`config.mk`:
```
export PLATFORM = sky130hd
export DESIGN_NAME = alu_op_issuer_flat
export DESIGN_NICKNAME = d
export VERILOG_FILES = /design/src/rtl/alu_pkg.sv /design/src/rtl/alu_op_issuer_if.sv /design/src/rtl/alu_rsp_fifo.sv /design/src/rtl/alu_op_issuer.sv /design/src/flat_wrapper.sv
export SDC_FILE = /design/constraint.sdc
export NUM_CORES = 1
export LEC_CHECK = 0
export CORE_MARGIN = 2
export CORE_UTILIZATION = 56
export DETAILED_ROUTE_END_ITERATION = 6
export GPL_TIMING_DRIVEN = 0
export PLACE_DENSITY = 0.84
export SLEW_MARGIN = 20
export SYNTH_ARGS = -nofsm -noshare
export SYNTH_HDL_FRONTEND = slang
export SYNTH_SLANG_ARGS = --single-unit
```
`constraint.sdc`:
```
create_clock -name clock -period 5.2 [get_ports clock]
set_input_delay 1.04 -clock clock [delete_from_list [all_inputs] [get_ports clock]]
set_output_delay 1.04 -clock clock [all_outputs]
set_load 0.02 [all_outputs]
```
`src/rtl/alu_pkg.sv`:
```
// Shared ALU definitions: operation encoding used by the ALU, its issuer and the bench.
package alu_pkg;

  typedef enum logic [1:0] {
    ADD = 2'd0,
    SUB = 2'd1,
    MUL = 2'd2,
    DIV = 2'd3
  } op_type;

  localparam int STAT_W = 16;

endpackage

```
`src/rtl/alu_op_issuer_if.sv`:
```
// Request, response and ALU-side signals of alu_op_issuer.
// master = command source / ALU side, slave = the issuer.
interface alu_op_issuer_if #(
  parameter int WIDTH = 8,
  parameter int TAG_W = 4
);
  import alu_pkg::*;

  logic               req_valid;
  logic               req_ready;
  op_type             req_mode;
  logic [WIDTH-1:0]   req_value1;
  logic [WIDTH-1:0]   req_value2;
  logic [TAG_W-1:0]   req_tag;

  op_type             alu_mode;
  logic [WIDTH-1:0]   alu_value1;
  logic [WIDTH-1:0]   alu_value2;
  logic [2*WIDTH-1:0] alu_result;
  logic               alu_correct;

  logic               rsp_valid;
  logic               rsp_ready;
  logic [2*WIDTH-1:0] rsp_result;
  logic               rsp_correct;
  logic [TAG_W-1:0]   rsp_tag;

  modport master (
    output req_valid, req_mode, req_value1, req_value2, req_tag,
    output rsp_ready, alu_result, alu_correct,
    input  req_ready, alu_mode, alu_value1, alu_value2,
    input  rsp_valid, rsp_result, rsp_correct, rsp_tag
  );

  modport slave (
    input  req_valid, req_mode, req_value1, req_value2, req_tag,
    input  rsp_ready, alu_result, alu_correct,
    output req_ready, alu_mode, alu_value1, alu_value2,
    output rsp_valid, rsp_result, rsp_correct, rsp_tag
  );

endinterface

```
`src/rtl/alu_rsp_fifo.sv`:
```
// Show-ahead response FIFO; head reads as zero while empty so outputs are clean after reset.
module alu_rsp_fifo #(
  parameter int DATA_W = 8,
  parameter int DEPTH  = 4
) (
  input  logic                       clock,
  input  logic                       reset,
  input  logic                       push,
  input  logic [DATA_W-1:0]          push_data,
  input  logic                       pop,
  output logic [DATA_W-1:0]          head_data,
  output logic                       empty,
  output logic [$clog2(DEPTH):0]     count
);

  localparam int PTR_W = $clog2(DEPTH);
  localparam int CNT_W = PTR_W + 1;
  localparam logic [CNT_W-1:0] FULL_CNT = CNT_W'(DEPTH);

  logic [DATA_W-1:0] mem [DEPTH];
  logic [PTR_W-1:0]  wr_ptr_reg;
  logic [PTR_W-1:0]  rd_ptr_reg;
  logic [CNT_W-1:0]  count_reg;
  logic              do_push;
  logic              do_pop;

  // Overflow and underflow requests are dropped rather than corrupting state.
  assign do_push = push && (count_reg != FULL_CNT);
  assign do_pop  = pop && (count_reg != '0);

  always_ff @(posedge clock) begin
    if (do_push) begin
      mem[wr_ptr_reg] <= push_data;
    end
  end

  always_ff @(posedge clock or posedge reset) begin
    if (reset) begin
      wr_ptr_reg <= '0;
      rd_ptr_reg <= '0;
      count_reg  <= '0;
    end else begin
      if (do_push) wr_ptr_reg <= wr_ptr_reg + PTR_W'(1);
      if (do_pop)  rd_ptr_reg <= rd_ptr_reg + PTR_W'(1);
      case ({do_push, do_pop})
        2'b10:   count_reg <= count_reg + CNT_W'(1);
        2'b01:   count_reg <= count_reg - CNT_W'(1);
        default: count_reg <= count_reg;
      endcase
    end
  end

  assign empty     = (count_reg == '0);
  assign count     = count_reg;
  assign head_data = empty ? '0 : mem[rd_ptr_reg];

endmodule

```
`src/rtl/alu_op_issuer.sv`:
```
// Serialises requests onto the ALU one at a time and queues tagged results.
// Optional ALU_ISSUER_STATS_EN adds saturating op/error counters.
module alu_op_issuer
  import alu_pkg::*;
#(
  parameter int WIDTH = 8,
  parameter int TAG_W = 4,
  parameter int DEPTH = 4
) (
  input  logic               clock,
  input  logic               reset,
  alu_op_issuer_if.slave     bus
`ifdef ALU_ISSUER_STATS_EN
  ,
  output logic [STAT_W-1:0]  stat_ops,
  output logic [STAT_W-1:0]  stat_errs
`endif
);

  localparam int CNT_W  = $clog2(DEPTH) + 1;
  localparam int DATA_W = TAG_W + 2 * WIDTH + 1;
  localparam logic [CNT_W-1:0] FULL_CNT = CNT_W'(DEPTH);

  typedef enum logic [1:0] {
    IDLE    = 2'd0,
    ISSUE   = 2'd1,
    CAPTURE = 2'd2
  } state_t;

  state_t            state_reg;
  state_t            state_next;
  op_type            mode_reg;
  logic [WIDTH-1:0]  value1_reg;
  logic [WIDTH-1:0]  value2_reg;
  logic [TAG_W-1:0]  tag_reg;

  logic              accept;
  logic              push;
  logic              pop;
  logic              fifo_empty;
  logic [CNT_W-1:0]  fifo_count;
  logic [DATA_W-1:0] push_data;
  logic [DATA_W-1:0] head_data;

  // Only one op is ever in flight and only from IDLE, so FIFO space alone gates acceptance.
  assign bus.req_ready = !reset && (state_reg == IDLE) && (fifo_count != FULL_CNT);
  assign accept        = bus.req_valid && bus.req_ready;

  always_comb begin
    state_next = state_reg;
    push       = 1'b0;
    case (state_reg)
      IDLE:    if (accept) state_next = ISSUE;
      ISSUE:   state_next = CAPTURE;
      CAPTURE: begin
        push       = 1'b1;
        state_next = IDLE;
      end
      default: state_next = IDLE;
    endcase
  end

  always_ff @(posedge clock or posedge reset) begin
    if (reset) begin
      state_reg  <= IDLE;
      mode_reg   <= ADD;
      value1_reg <= '0;
      value2_reg <= '0;
      tag_reg    <= '0;
    end else begin
      state_reg <= state_next;
      if (accept) begin
        mode_reg   <= bus.req_mode;
        value1_reg <= bus.req_value1;
        value2_reg <= bus.req_value2;
        tag_reg    <= bus.req_tag;
      end
    end
  end

  // Operand registers double as the ALU drive, so they hold steady between ops.
  assign bus.alu_mode   = mode_reg;
  assign bus.alu_value1 = value1_reg;
  assign bus.alu_value2 = value2_reg;

  assign push_data = {tag_reg, bus.alu_result, bus.alu_correct};
  assign pop       = bus.rsp_ready;

  alu_rsp_fifo #(
    .DATA_W (DATA_W),
    .DEPTH  (DEPTH)
  ) u_fifo (
    .clock     (clock),
    .reset     (reset),
    .push      (push),
    .push_data (push_data),
    .pop       (pop),
    .head_data (head_data),
    .empty     (fifo_empty),
    .count     (fifo_count)
  );

  assign bus.rsp_valid   = !fifo_empty;
  assign bus.rsp_tag     = head_data[DATA_W-1 -: TAG_W];
  assign bus.rsp_result  = head_data[2*WIDTH:1];
  assign bus.rsp_correct = head_data[0];

`ifdef ALU_ISSUER_STATS_EN
  logic [STAT_W-1:0] stat_ops_reg;
  logic [STAT_W-1:0] stat_errs_reg;

  always_ff @(posedge clock or posedge reset) begin
    if (reset) begin
      stat_ops_reg  <= '0;
      stat_errs_reg <= '0;
    end else if (push) begin
      if (stat_ops_reg != '1) stat_ops_reg <= stat_ops_reg + STAT_W'(1);
      if (!bus.alu_correct && (stat_errs_reg != '1)) stat_errs_reg <= stat_errs_reg + STAT_W'(1);
    end
  end

  assign stat_ops  = stat_ops_reg;
  assign stat_errs = stat_errs_reg;
`endif

endmodule

```
`src/flat_wrapper.sv`:
```
// flat-port wrapper written by rule: the top's interface ports become plain ports
module alu_op_issuer_flat import alu_pkg::*;
#(
  parameter int WIDTH = 8,
  parameter int TAG_W = 4,
  parameter int DEPTH = 4
)
  (clock, reset, bus_req_valid, bus_req_mode, bus_req_value1, bus_req_value2, bus_req_tag, bus_rsp_ready, bus_alu_result, bus_alu_correct, bus_req_ready, bus_alu_mode, bus_alu_value1, bus_alu_value2, bus_rsp_valid, bus_rsp_result, bus_rsp_correct, bus_rsp_tag);
  alu_op_issuer_if #(.WIDTH(WIDTH), .TAG_W(TAG_W)) bus_i ();
  input  logic clock;
  input  logic reset;
  input wire logic [$bits(bus_i.req_valid)-1:0] bus_req_valid;
  input wire logic [$bits(bus_i.req_mode)-1:0] bus_req_mode;
  input wire logic [$bits(bus_i.req_value1)-1:0] bus_req_value1;
  input wire logic [$bits(bus_i.req_value2)-1:0] bus_req_value2;
  input wire logic [$bits(bus_i.req_tag)-1:0] bus_req_tag;
  input wire logic [$bits(bus_i.rsp_ready)-1:0] bus_rsp_ready;
  input wire logic [$bits(bus_i.alu_result)-1:0] bus_alu_result;
  input wire logic [$bits(bus_i.alu_correct)-1:0] bus_alu_correct;
  output wire logic [$bits(bus_i.req_ready)-1:0] bus_req_ready;
  output wire logic [$bits(bus_i.alu_mode)-1:0] bus_alu_mode;
  output wire logic [$bits(bus_i.alu_value1)-1:0] bus_alu_value1;
  output wire logic [$bits(bus_i.alu_value2)-1:0] bus_alu_value2;
  output wire logic [$bits(bus_i.rsp_valid)-1:0] bus_rsp_valid;
  output wire logic [$bits(bus_i.rsp_result)-1:0] bus_rsp_result;
  output wire logic [$bits(bus_i.rsp_correct)-1:0] bus_rsp_correct;
  output wire logic [$bits(bus_i.rsp_tag)-1:0] bus_rsp_tag;
  assign bus_i.req_valid = bus_req_valid;
  assign bus_i.req_mode = bus_req_mode;
  assign bus_i.req_value1 = bus_req_value1;
  assign bus_i.req_value2 = bus_req_value2;
  assign bus_i.req_tag = bus_req_tag;
  assign bus_i.rsp_ready = bus_rsp_ready;
  assign bus_i.alu_result = bus_alu_result;
  assign bus_i.alu_correct = bus_alu_correct;
  assign bus_req_ready = bus_i.req_ready;
  assign bus_alu_mode = bus_i.alu_mode;
  assign bus_alu_value1 = bus_i.alu_value1;
  assign bus_alu_value2 = bus_i.alu_value2;
  assign bus_rsp_valid = bus_i.rsp_valid;
  assign bus_rsp_result = bus_i.rsp_result;
  assign bus_rsp_correct = bus_i.rsp_correct;
  assign bus_rsp_tag = bus_i.rsp_tag;
  alu_op_issuer #(.WIDTH(WIDTH), .TAG_W(TAG_W), .DEPTH(DEPTH)) u_core (.clock(clock), .reset(reset), .bus(bus_i));
endmodule
```
==> summary.md <==
| Metric | Value |
|---|---|
| Outcome | finished clean |
| H-tree levels | 4 |
| Pre-antenna DRT Iters | 4 |
| Routed wire per std cell | about 20 um |
| Leak pwr | between 0.002 and 0.0025 uW |
| Worst slew pin tran | approximately 1100 ps |
| Final worst-path cycle share | 0.674 |
| Starting DRT DRC Count | 76 |
| Fin. Hold Viols | 0 |
| Overall Global Routing Usage | 0.215 |
| Cell family with most CP delay | buffers and inverters |
| Share of cells above drive strength 1 | 0.251 |
| Vias post-DR | about 2400 |
| Crit end category | primary output |
| Post-CTS sizing | 0 |
| Effective utilization at floorplan | 0.572 |
| FP Rows | 33 |
| Ports | between 80 and 90 |
| Area of the mapped netlist | about 4600 sq um |
| Share of the synthesized area in the top cell type | 0.545 |
| Biggest register | u_core.u_fifo.mem |
| Slew headroom | 0.288 |
| CP startpoint kind | input port |
| CP max stage cell | clkdlybuf4s50_1 |
| GRT Residual Overflow | 0 |
| Max FO, Critical Path | 2 |
| Largest register FFs | 84 |
| Die W | 94.9 um |
| Die area | 9000 sq um |
| RSZ-0062 raised after global routing | no |
| Initial antenna violation count | 0 |
| Arr. time, crit path | between 2000 and 2500 ps |
| Most frequent cells in the layout | 84 x edfxtp_1, 83 x clkdlybuf4s50_1, 31 x dfrtp_1 |
| Syn_area_per_cell | 20.7 sq um |
| Asr flop ratio synth | 0.270 |
| Maximum VDD drop | approximately 0.00035 V |
| Critical-path cell list | clkdlybuf4s50_1, nor3_2, and2b_1, clkdlybuf4s50_1 |
| Post-synth EDFFs | 84 |
| CTS Hold Bufs | 0 |
| Detailed Route WL | approximately 8.8 mm |
| Final RePlAce weighted congestion | roughly 0.68 |
| Crit path time final | 3510 ps |
| Syn_nets | 273 |
| Syn. warnings | 0 |
| Nets | roughly 380 |
| Worst hold path type | flop to flop |
| # port buffers | just over 80 |
| Reg clk slew, reported paths | roughly 50 ps |
| Clock skew | around 13 ps |
| Clock Sinks | 115 |
| Largest net degree at the start of global routing | 32 |
| Max frequency | between 0.2 and 0.3 GHz |
| CTS tree | yes |
| Critical Path Max Stage Delay | ~610 ps |
| Required time worst endpoint | between 4000 and 5000 ps |
| Vias per cell | between 5 and 6 |
| #FFs+latches synth | 115 |
| CTS max path bufs | 2 |
| Post-route ant nets | 0 |
| Post-CTS setup buffers | 0 |
| Most common cell after layout, fill and taps aside | edfxtp_1 |
| DRC Markers | 0 |
| Insertion delay to the later sink of the worst-skew pair | around 510 ps |
| Cts bufs inserted | 17 |
| Post-synthesis cell type count | 25 |
| Crit Path Category | input port to primary output |
| # diodes | 0 |
| Placed cells | about 410 |
| Vias in the first global route | 2636 |
| Max-cap violations | 0 |
| Die Ht | between 90 and 100 um |
| Cell Count, Final, Fillers Out | approximately 440 |
| Slew Limit Fails | 0 |
| Pwr dens | 620 nW/um^2 |
| Cells after Synth | around 220 |
| Core footprint | between 8000 and 9000 sq um |
| Top post-synthesis cells by area | edfxtp_1 55%, dfrtp_1 17%, mux4_2 8.8%, mux2_4 6.2%, and2_1 3.5% |
| Half-perimeter wire length after placement | a little under 5 mm |
| Largest area contributor in the netlist | edfxtp_1 |
| Final setup fails | 0 |
| Sum Neg Setup Slack | 0 ps |
| CTS Root Cell | clkbuf_8 |
| Synth Flop Type | edfxtp_1 |
| First-pass GRT wire length | ~14 mm |
| CP bufs+invs | 2 |
| Register area share after synthesis | 0.713 |
| Area delta synth->final | 33.9% |
| CP dominant cell by count | clkdlybuf4s50_1 |
==> kinds of logic (layout without fill, tap and decap cells) <==
| group | after synthesis | in the layout | synth area share |
|---|---|---|---|
| flops | 115 | 115 | 0.713 |
| mux | 45 | 45 | 0.178 |
| simple gates | 35 | 35 | 0.0533 |
| buf+inv | 17 | 132 | 0.0262 |
| fa+ha+maj | 6 | 6 | 0.0179 |
| xor+xnor | 6 | 6 | 0.0114 |
==> final timing paths <==
check                                                         from                            endpoint  slack, ps  cells after the start
worst max-delay path                                         reset                       bus_req_ready       1690                      4
worst min-delay path            u_core.u_fifo.count[2]$_DFFE_PP0P_  u_core.u_fifo.count[2]$_DFFE_PP0P_        480                      1
worst max register to register  u_core.u_fifo.count[2]$_DFFE_PP0P_   u_core.u_fifo.mem[2][3]$_DFFE_PP_       2880                      3
worst min register to register  u_core.u_fifo.count[2]$_DFFE_PP0P_  u_core.u_fifo.count[2]$_DFFE_PP0P_        480                      1
max in group asynchronous                                    reset  u_core.u_fifo.count[1]$_DFFE_PP0P_       3770                      2
min in group asynchronous                                    reset  u_core.bus.alu_mode[1]$_DFFE_PP0P_       1000                      2
==> layout make-up <==
cell class	instances	area (sq um)
Fill cell	461	1900
Timing Repair Buffer	83	831
Clock inverter	14	188
Buffer	9	91.3
Sequential cell	115	3300
Multi-Input combinational cell	92	1210
Inverter	8	30.0
Tap cell	105	131
Clock buffer	18	418
==> power breakdown <==
group / total, uW / switching [uW] / leakage (uW) / internal, uW
Clock: 1170 / 398 / 0.000288 / 774
Sequential: 1290 / 105 / 0.00113 / 1180
Combinational: 1390 / 626 / 0.000926 / 761
Total: 3840 / 1130 / 0.00234 / 2710
==> per-stage QoR <==
stage / util / area, sq um / hold slack, ps / worst slack, ps / total power, uW
2_1_floorplan: - / 4630 / 435 / 2680 / 2130
3_3_place_gp: 0.690 / 5590 / 457 / 1710 / 2640
3_5_place_dp: 0.690 / 5590 / 474 / 1690 / 2680
4_1_cts: 0.765 / 6190 / 484 / 1680 / 3880
5_1_grt: 0.766 / 6200 / 508 / 1610 / 4010
6_report: 0.766 / 6200 / 482 / 1690 / 3840
==> metal layers <==
layer,GRT usage,vias up,routed length (um)
li1,-,1069,-
met1,0.255,1212,3540
met2,0.367,98,4590
met3,0.0766,9,588
met4,0.0688,0,61
met5,0,-,0
==> cells in the mapped netlist, types with 3 or more instances <==
| cell type | instances |
|---|---|
| mux2_4 | 19 |
| edfxtp_1 | 84 |
| mux2_2 | 4 |
| dfrtp_1 | 31 |
| mux4_1 | 3 |
| inv_1 | 8 |
| xnor2_1 | 3 |
| xor2_1 | 3 |
| and2_1 | 26 |
| ha_1 | 5 |
| buf_6 | 3 |
| mux4_2 | 18 |
No activity file was read; power rests on OpenSTA's default activity.
